File: src/rtl/rf_safety_pkg.sv
// rtl/rf_safety_pkg.sv - shared state encoding and gain constants for the RF safe-shutdown block
package rf_safety_pkg;

  typedef enum logic [2:0] {
    ST_MUTED     = 3'd0,
    ST_RAMP_UP   = 3'd1,
    ST_RUN       = 3'd2,
    ST_RAMP_DOWN = 3'd3,
    ST_HOLD      = 3'd4
  } rf_state_e;

  localparam int DEF_DATA_W = 14;
  localparam int DEF_GAIN_W = 8;
  localparam int DEF_UNITY  = 1 << DEF_GAIN_W;

  function automatic int unity_gain(input int gain_w);
    return 1 << gain_w;
  endfunction

endpackage

File: src/rtl/shutdown_ramp.sv
// rtl/shutdown_ramp.sv - tick prescaler plus saturating up/down gain counter (0..unity)
module shutdown_ramp
  import rf_safety_pkg::*;
#(
  parameter int GAIN_W    = DEF_GAIN_W,
  parameter int RAMP_STEP = 1,
  parameter int RAMP_DIV  = 4
) (
  input  logic            clk,
  input  logic            rstn,
  input  logic            dir,
  input  logic            hold,
  input  logic            set_unity,
  input  logic            zero,
  output logic [GAIN_W:0] gain,
  output logic            at_min,
  output logic            at_max
);

  localparam int GW = GAIN_W + 1;
  localparam int PW = (RAMP_DIV > 1) ? $clog2(RAMP_DIV) : 1;
  localparam logic [GW:0]     UNITY_X = (GW + 1)'(unity_gain(GAIN_W));
  localparam logic [GW:0]     STEP_X  = (GW + 1)'(RAMP_STEP);
  localparam logic [GW-1:0]   UNITY_G = GW'(unity_gain(GAIN_W));
  localparam logic [GW-1:0]   STEP_G  = GW'(RAMP_STEP);
  localparam logic [PW-1:0]   DIV_TOP = PW'(RAMP_DIV - 1);

  logic [PW-1:0] presc_q, presc_d;
  logic [GW-1:0] gain_q, gain_d;
  logic [GW:0]   up_sum;
  logic          tick;

  // hold doubles as the prescaler restart so every new ramp phase starts a full tick period
  assign tick   = !hold && (presc_q == DIV_TOP);
  assign up_sum = {1'b0, gain_q} + STEP_X;

  always_comb begin
    presc_d = (hold || tick) ? '0 : presc_q + 1'b1;
    gain_d  = gain_q;
    if (zero) begin
      gain_d = '0;
    end else if (set_unity) begin
      gain_d = UNITY_G;
    end else if (tick) begin
      if (dir) begin
        gain_d = (up_sum >= UNITY_X) ? UNITY_G : up_sum[GW-1:0];
      end else begin
        gain_d = ({1'b0, gain_q} <= STEP_X) ? '0 : gain_q - STEP_G;
      end
    end
  end

  always_ff @(posedge clk or negedge rstn) begin
    if (!rstn) begin
      presc_q <= '0;
      gain_q  <= '0;
    end else begin
      presc_q <= presc_d;
      gain_q  <= gain_d;
    end
  end

  assign gain   = gain_q;
  assign at_min = (gain_q == '0);
  assign at_max = (gain_q == UNITY_G);

endmodule

File: src/rtl/rf_safe_shutdown.sv
// rtl/rf_safe_shutdown.sv - watchdog-driven carrier ramp-down, DAC gating and latched fault
// Optional feature macro: RF_SHUTDOWN_WARN_ATTEN_EN (halves gain while warning is high in RUN).
module rf_safe_shutdown
  import rf_safety_pkg::*;
#(
  parameter int DATA_W    = DEF_DATA_W,
  parameter int GAIN_W    = DEF_GAIN_W,
  parameter int RAMP_STEP = 1,
  parameter int RAMP_DIV  = 4,
  parameter int FCNT_W    = 8
) (
  input  logic                     clk,
  input  logic                     rstn,
  input  logic                     force_reset,
  input  logic                     warning,
  input  logic                     arm,
  input  logic                     clear_fault,
  input  logic signed [DATA_W-1:0] amp_in,
  output logic signed [DATA_W-1:0] amp_out,
  output logic                     dac_en,
  output logic                     fault,
  output logic [2:0]               state,
  output logic [FCNT_W-1:0]        fault_count
);

  localparam int PW = DATA_W + GAIN_W + 2;

  rf_state_e               state_q, state_d;
  logic                    trip_q, trip_d;
  logic                    fault_q, fault_d;
  logic [FCNT_W-1:0]       fcnt_q, fcnt_d;
  logic                    dac_en_q, dac_en_d;
  logic signed [DATA_W-1:0] amp_q, amp_d;
  logic                    do_trip;

  logic [GAIN_W:0]         gain;
  logic                    at_min, at_max;
  logic                    ramp_hold;
  logic signed [PW-1:0]    prod, shifted;

  always_comb begin
    state_d = state_q;
    trip_d  = trip_q;
    fault_d = fault_q;
    do_trip = 1'b0;
    case (state_q)
      ST_MUTED: begin
        if (force_reset) begin
          state_d = ST_HOLD;
          do_trip = 1'b1;
        end else if (arm && !fault_q) begin
          state_d = ST_RAMP_UP;
        end
      end
      ST_RAMP_UP, ST_RUN: begin
        if (force_reset) begin
          state_d = ST_RAMP_DOWN;
          do_trip = 1'b1;
        end else if (!arm) begin
          state_d = ST_RAMP_DOWN;
        end else if (state_q == ST_RAMP_UP && at_max) begin
          state_d = ST_RUN;
        end
      end
      ST_RAMP_DOWN: begin
        // a trip arriving during a host-initiated ramp-down still latches and counts once
        if (force_reset && !trip_q) begin
          do_trip = 1'b1;
        end else if (arm && !trip_q) begin
          state_d = ST_RAMP_UP;
        end else if (at_min) begin
          state_d = trip_q ? ST_HOLD : ST_MUTED;
        end
      end
      ST_HOLD: begin
        if (clear_fault && !force_reset) begin
          state_d = ST_MUTED;
          fault_d = 1'b0;
          trip_d  = 1'b0;
        end
      end
      default: state_d = ST_MUTED;
    endcase
    if (do_trip) begin
      trip_d  = 1'b1;
      fault_d = 1'b1;
    end
    fcnt_d   = (do_trip && (fcnt_q != '1)) ? fcnt_q + 1'b1 : fcnt_q;
    dac_en_d = (state_d == ST_RAMP_UP) || (state_d == ST_RUN) || (state_d == ST_RAMP_DOWN);
  end

  // freeze the gain on the edge that changes state so a reversal starts from the current level
  assign ramp_hold = (state_d != state_q) ||
                     !((state_q == ST_RAMP_UP) || (state_q == ST_RAMP_DOWN));

  shutdown_ramp #(
    .GAIN_W   (GAIN_W),
    .RAMP_STEP(RAMP_STEP),
    .RAMP_DIV (RAMP_DIV)
  ) u_ramp (
    .clk      (clk),
    .rstn     (rstn),
    .dir      (state_q == ST_RAMP_UP),
    .hold     (ramp_hold),
    .set_unity(state_q == ST_RUN),
    .zero     ((state_q == ST_MUTED) || (state_q == ST_HOLD)),
    .gain     (gain),
    .at_min   (at_min),
    .at_max   (at_max)
  );

  assign prod = PW'(amp_in) * PW'($signed({1'b0, gain}));

`ifdef RF_SHUTDOWN_WARN_ATTEN_EN
  assign shifted = (warning && (state_q == ST_RUN)) ? (prod >>> (GAIN_W + 1)) : (prod >>> GAIN_W);
`else
  logic unused_warning;
  assign unused_warning = warning;
  assign shifted = prod >>> GAIN_W;
`endif

  assign amp_d = shifted[DATA_W-1:0];

  always_ff @(posedge clk or negedge rstn) begin
    if (!rstn) begin
      state_q  <= ST_MUTED;
      trip_q   <= 1'b0;
      fault_q  <= 1'b0;
      fcnt_q   <= '0;
      dac_en_q <= 1'b0;
      amp_q    <= '0;
    end else begin
      state_q  <= state_d;
      trip_q   <= trip_d;
      fault_q  <= fault_d;
      fcnt_q   <= fcnt_d;
      dac_en_q <= dac_en_d;
      amp_q    <= amp_d;
    end
  end

  assign amp_out     = amp_q;
  assign dac_en      = dac_en_q;
  assign fault       = fault_q;
  assign state       = state_q;
  assign fault_count = fcnt_q;

endmodule
File: config.mk
export PLATFORM = sky130hd
export DESIGN_NAME = rf_safe_shutdown
export DESIGN_NICKNAME = d
export VERILOG_FILES = /design/src/rtl/rf_safety_pkg.sv /design/src/rtl/shutdown_ramp.sv /design/src/rtl/rf_safe_shutdown.sv
export SDC_FILE = /design/constraint.sdc
export NUM_CORES = 1
export LEC_CHECK = 0
export ABC_CLOCK_PERIOD_IN_PS = 7500
export CAP_MARGIN = 10
export CORE_ASPECT_RATIO = 0.75
export CORE_UTILIZATION = 28
export CTS_BUF_LIST = sky130_fd_sc_hd__clkbuf_16
export DETAILED_ROUTE_END_ITERATION = 10
export SLEW_MARGIN = 20
export SYNTH_ARGS = -nofsm -noshare
export SYNTH_HDL_FRONTEND = slang
export SYNTH_SLANG_ARGS = --single-unit
export TNS_END_PERCENT = 50
File: constraint.sdc
create_clock -name clk -period 7.5 [get_ports clk]
set_clock_uncertainty 0.1 [all_clocks]
set_input_delay 1.5 -clock clk [delete_from_list [all_inputs] [get_ports clk]]
set_output_delay 1.5 -clock clk [all_outputs]
set_load 0.02 [all_outputs]
# After elaboration in Yosys (flattened, before gate mapping)
# Index checks and enable logic that the tools add are counted.
classes:
  addsub: 4
  mul: 1
  n_lt_le_gt_ge: 2
  eq_ne: 11
  n_mux: 24
  reduce_logical: 24
ops:
  columns: ["cell", "count"]
  rows:
  - ["$mux 9", 6]
  - ["$mux 3", 10]
  - ["$mul 14x10->22", 1]
  - ["$eq 3x2->1 const B", 4]
  - ["$pmux 3 s4", 1]
  - ["$add 9x1->10 const B", 1]
  - ["$ge 10x9->1 const B", 1]
  - ["$eq 9x9->1 const B", 1]
  - ["$le 9x1->1 const B", 1]
  - ["$logic_not 9->1", 1]
  - ["$sub 9x1->9 const B", 1]
  - ["$add 8x1->8 const B", 1]
  - ["$ne 8x8->1 const B", 1]
  - ["$eq 3x1->1 const B", 2]
  - ["$logic_and 1x1->1", 6]
  - ["$logic_or 1x1->1", 6]
  - ["$mux 1", 5]
  - ["$logic_not 1->1", 4]
  - ["$reduce_bool 2->1", 2]
  - ["$eq 3x3->1 const B", 1]
  - ["$logic_not 3->1", 1]
  - ["$ne 3x3->1", 1]
  - ["$reduce_bool 3->1", 1]
  - ["$reduce_or 3->1", 1]
  - ["other kinds (6)", 6]
word_totals:
  regBits: 38
  input_bits: 20
  out_inout_bits: 27
  wordCells: 73

# Longest topological paths before layout
# Gate-level depths: netlist of run 1.
depth:
  depth_word: 13
  ltp_mapped: 20
  mapped_depth_nobuf: 18

# By module
# From an unflattened synthesis of run 1, not the netlist that was laid out.
hier_totals:
  hier_cells: 695
  area_unflattened_um2: 6278.5
modules_own_cells:
  columns: ["module", "instances", "cells_each", "area_per_inst_um2", "seq_area_each_um2"]
  rows:
  - ["rf_safe_shutdown", 1, 579, 5351.4, 675.6]
  - ["shutdown_ramp", 1, 116, 927.1, 275.3]

# Worst setup path after synthesis of run 1
# OpenSTA, ideal clock, no wires.
synth_timing:
  path_type: "in2reg"
  from: "input amp_in[5]"
  to: "register amp_q[13], in the netlist amp_out[13]"
  setup_ns: 0.080
  t_arrival_ns: 6.193
  required_ns: 7.320
  slack_ns: 1.127
  cell_stages: 19
  n_path_buf: 1
  cell_sequence: "clkbuf_1 nand2_1 fa_1 inv_1 fa_1 inv_1 fa_1 inv_1 fa_1 inv_1 fa_1 inv_1 ha_1 a211oi_1 o21ai_1 a2111oi_0 nand2_1 a221oi_1 xnor2_1"
synth_via:
  elab_chain_len: 1
synth_lines:
  columns: ["item", "line", "rtl"]
  rows:
  - ["start: declaration", "rf_safe_shutdown.sv:18", "input logic signed [DATA_W-1:0] amp_in,"]
  - ["$mul 14x10->22", "rf_safe_shutdown.sv:112", "assign prod = PW'(amp_in) * PW'($signed({1'b0, gain}));"]
  - ["via prod[21]", "rf_safe_shutdown.sv:39", "logic signed [PW-1:0] prod, shifted;"]
  - ["end signal: assignment", "rf_safe_shutdown.sv:138", "amp_q <= amp_d;"]
  - ["end: declaration", "rf_safe_shutdown.sv:33", "logic signed [DATA_W-1:0] amp_q, amp_d;"]
# The timed path passes the listed nets, and every way through them passes these cells.
# A chain may end at the register's enable or synchronous reset.

# Final worst setup path of run 1
layout_timing:
  from: "input amp_in[3]"
  to: "register amp_q[10], in the netlist amp_out[10]"
# Same word-level chain as after synthesis.

==> flow_summary.yaml, run 1 <==
critical_path:
  rr_startpoint: "u_ramp.gain[6]"
  startpoint: "amp_in[3]"
  critPathKind: "primary input to flop"
  cp.arrival_ns: 6.98
  end_kind: "flop"
  required_ns: 7.56
  crit_path_start_kind: "primary input"
  cp_max_fo: 9
sta:
  tns_ns: 0
  rsz0062_at_grt: "no"
  finalCritPeriodShare_pct: 92.3
  clock.fmax_ghz: 0.145
  fin_crit_ns: 6.92
  setup_viol: 0
  worstMarginPinSlew_ns: 0.878
  report.final.slew_viol_count: 0
  hold_viol_final: 0
  slew_headroom_pct: 41.5
  setup_slack_ns: 0.581
die:
  core_um2: 21500
  start_util_pct: 29.1
  rows: 46
  dieArea_um2: 23000
  die_x_um: 175
  fp.dieH_um: 132
  ios: 47
clock_tree:
  numCtsBuffers: 5
  cts_hold_buffers: 0
  clk_latency_ns: 0.28
  clockBufferDepth: 2
  cts_sinks: 38
  cts_root_buf: "clkbuf_16"
  cts_resized: 0
  htree_levels: 2
  cts_setup_buffers: 0
  cts_tree: "done"
  clk_pin_slew_ns: 0.05
yosys:
  syn_inst: 684
  synth_common_cells: "130 x inv_1, 100 x fa_1, 77 x nand2_1"
  syn-num-nets: 855
  async_reset_ff_share_pct: 100
  synth_top_area_cell: "fa_1"
  synthesis.area_um2: 6260
  yosysWarnings: 0
  yosysTopAreaCellShare_pct: 32.0
  postSynthAreaPerCell_um2: 9.16
  ys_types: 59
  synth_edf_count: 0
  synth-seq-cells: 38
  synth_area_leaders: "fa_1 32%, dfrtp_1 15%, ha_1 10%"
  synth-seq-area-share_pct: 15.2
  yosysMostFrequentCell: "inv_1"
  synth-main-ff-cell: "dfrtp_1"
placed_design:
  gp_congestion: 0.812
  dp_cells: 996
  portBuffers: 45
  place_ws_ns: 0.297
  post-dp-hpwl_um: 11500
pwr:
  p_seq_share_pct: 16.5
  peakVddDrop_mv: 0.160
  power_density_nw_per_um2: 377
  p_sw_mw: 1.39
  pwr-share-comb_pct: 76.1
  internal_power_mw: 1.31
  clkPwrFrac_pct: 7.5
  p_leak_nw: 3.60
  swShare_pct: 51.3
routing:
  viasPerCell: 4.57
  drt_wl_total_um: 14200
  ant_nets: 0
  drc_errors: 0
  firstDrtPassIters: 4
  post_drt_wl_per_cell_um: 14.2
  drt_iter0_markers: 331
  via_count: 4593
global_route:
  antenna_found_initial: 0
  grtUsageTotal_pct: 13.9
  grt_max_degree: 39
  overflow: 0
  grt_pass1_wl_um: 25900
  grt_pass1_vias: 5023
worst_hold_path:
  hold_start: "u_ramp.presc_q[0]"
  min_path_type: "flop to flop"
layout:
  syn_to_final_growth_pct: 14.3
  final_nets: 886
  final_cells: 1004
  drive_above_1_share_pct: 5.87
  diodes: 0
outcome:
  outcome: "complete, no violations"
run:
  max_cap_violations: 0
-- power groups by stage --
stage,Combinational [mW],Clock (mW),Sequential [mW]
finish,2.06,0.202,0.444
global route,2.39,0.221,0.463
CTS,2.08,0.209,0.445
detailed placement,2.07,0,0.448
global placement,2.04,0,0.446
floorplan,1.60,0,0.416
-- stage by stage --
step	utilization [%]	total power [mW]	hold WS [ns]	area (um2)
5_1_grt	33.3	3.07	0.361	7160
2_1_floorplan	-	2.02	0.309	6260
6_report	33.3	2.70	0.338	7160
3_3_place_gp	32.6	2.49	0.326	7020
3_5_place_dp	32.6	2.52	0.323	7020
4_1_cts	33.3	2.74	0.338	7160
-- worst max-delay path: stages --
cell and delay, ns:
clkdlybuf4s50_1 0.61, and2_1 0.28, fa_1 0.40, fa_1 0.56
inv_1 0.05, fa_1 0.48, inv_1 0.06, fa_1 0.53
inv_1 0.05, fa_1 0.53, inv_1 0.04, ha_1 0.35
nand2_1 0.07, o21ai_1 0.29, a221oi_4 0.14, a221oi_1 0.68
a21oi_1 0.19, xnor2_1 0.16
-- path summary, 6_finish.rpt --
path / endpoint / slack (ns) / cells after the start
worst max register to register: amp_out[10] / 1.58 / 17
max in group asynchronous: dac_en / 5.51 / 1
worst max-delay path: amp_out[10] / 0.58 / 18
min in group asynchronous: amp_out[4] / 1.24 / 1
worst min register to register: u_ramp.presc_q[0] / 0.34 / 1
worst min-delay path: u_ramp.presc_q[0] / 0.34 / 1
-- placed cells by master (no fill, tap or decap), types with 4 or more instances in the layout --
cell	Yosys	final
o21ai_0	12	12
a221oi_1	5	5
xor2_1	10	10
dfrtp_1	38	38
clkbuf_16	0	5
a21oi_1	26	26
xnor2_1	21	21
ha_1	51	51
nor2b_1	4	4
nand4_1	4	4
and2_1	67	67
nor3_1	10	10
nand3_1	10	10
buf_4	1	11
nand2_1	77	77
clkdlybuf4s50_1	0	44
o22ai_2	5	5
inv_1	130	130
nor2_1	21	21
or2_2	7	7
o21a_1	4	4
fa_1	100	100
-- cell families (layout without fill, tap and decap cells) --
group                      after synthesis  count (layout)  share of synthesized area, %
and+or+nand+nor                        215             215                          17.9
buffers and inverters                  162             194                          9.95
adders and majority gates              151             151                          42.1
AOI/OAI and AO/OA                       82              82                          9.71
DFF                                     38              38                          15.2
xor gates and xnor gates                31              31                          4.33
muxes                                    5               5                         0.839
-- flip-flops by register name, summed over array words and instances, names as in the netlist --
signal          cells
amp_out            14
u_ramp.gain         9
fault_count         8
state               3
u_ramp.presc_q      2
dac_en              1
fault               1
-- layer usage --
layer	routed length, um	up-vias	GRT usage, %
met3	488	2	2.03
met5	0	-	0
met4	21	0	0.966
met1	7480	2318	21.1
li1	-	2189	-
met2	6240	84	21.4
-- final cells by class --
type / count / area, um2
Clock buffer: 5 / 125
Clock inverter: 3 / 16.3
Tap cell: 288 / 360
Timing Repair Buffer: 56 / 528
Inverter: 130 / 488
Multi-Input combinational cell: 484 / 4690
Sequential cell: 38 / 951
Fill cell: 2290 / 14400
Power figures use the tool's default switching activity.
==> run 2: changes to the inputs <==
--- a/config.mk
+++ b/config.mk
@@ -15,4 +15,4 @@
 export SYNTH_ARGS = -nofsm -noshare
 export SYNTH_HDL_FRONTEND = slang
 export SYNTH_SLANG_ARGS = --single-unit
-export TNS_END_PERCENT = 50
+export TNS_END_PERCENT = 100
==> results of run 2 <==
Same layout as run 1: the final DEF is identical, and so are final timing and power.
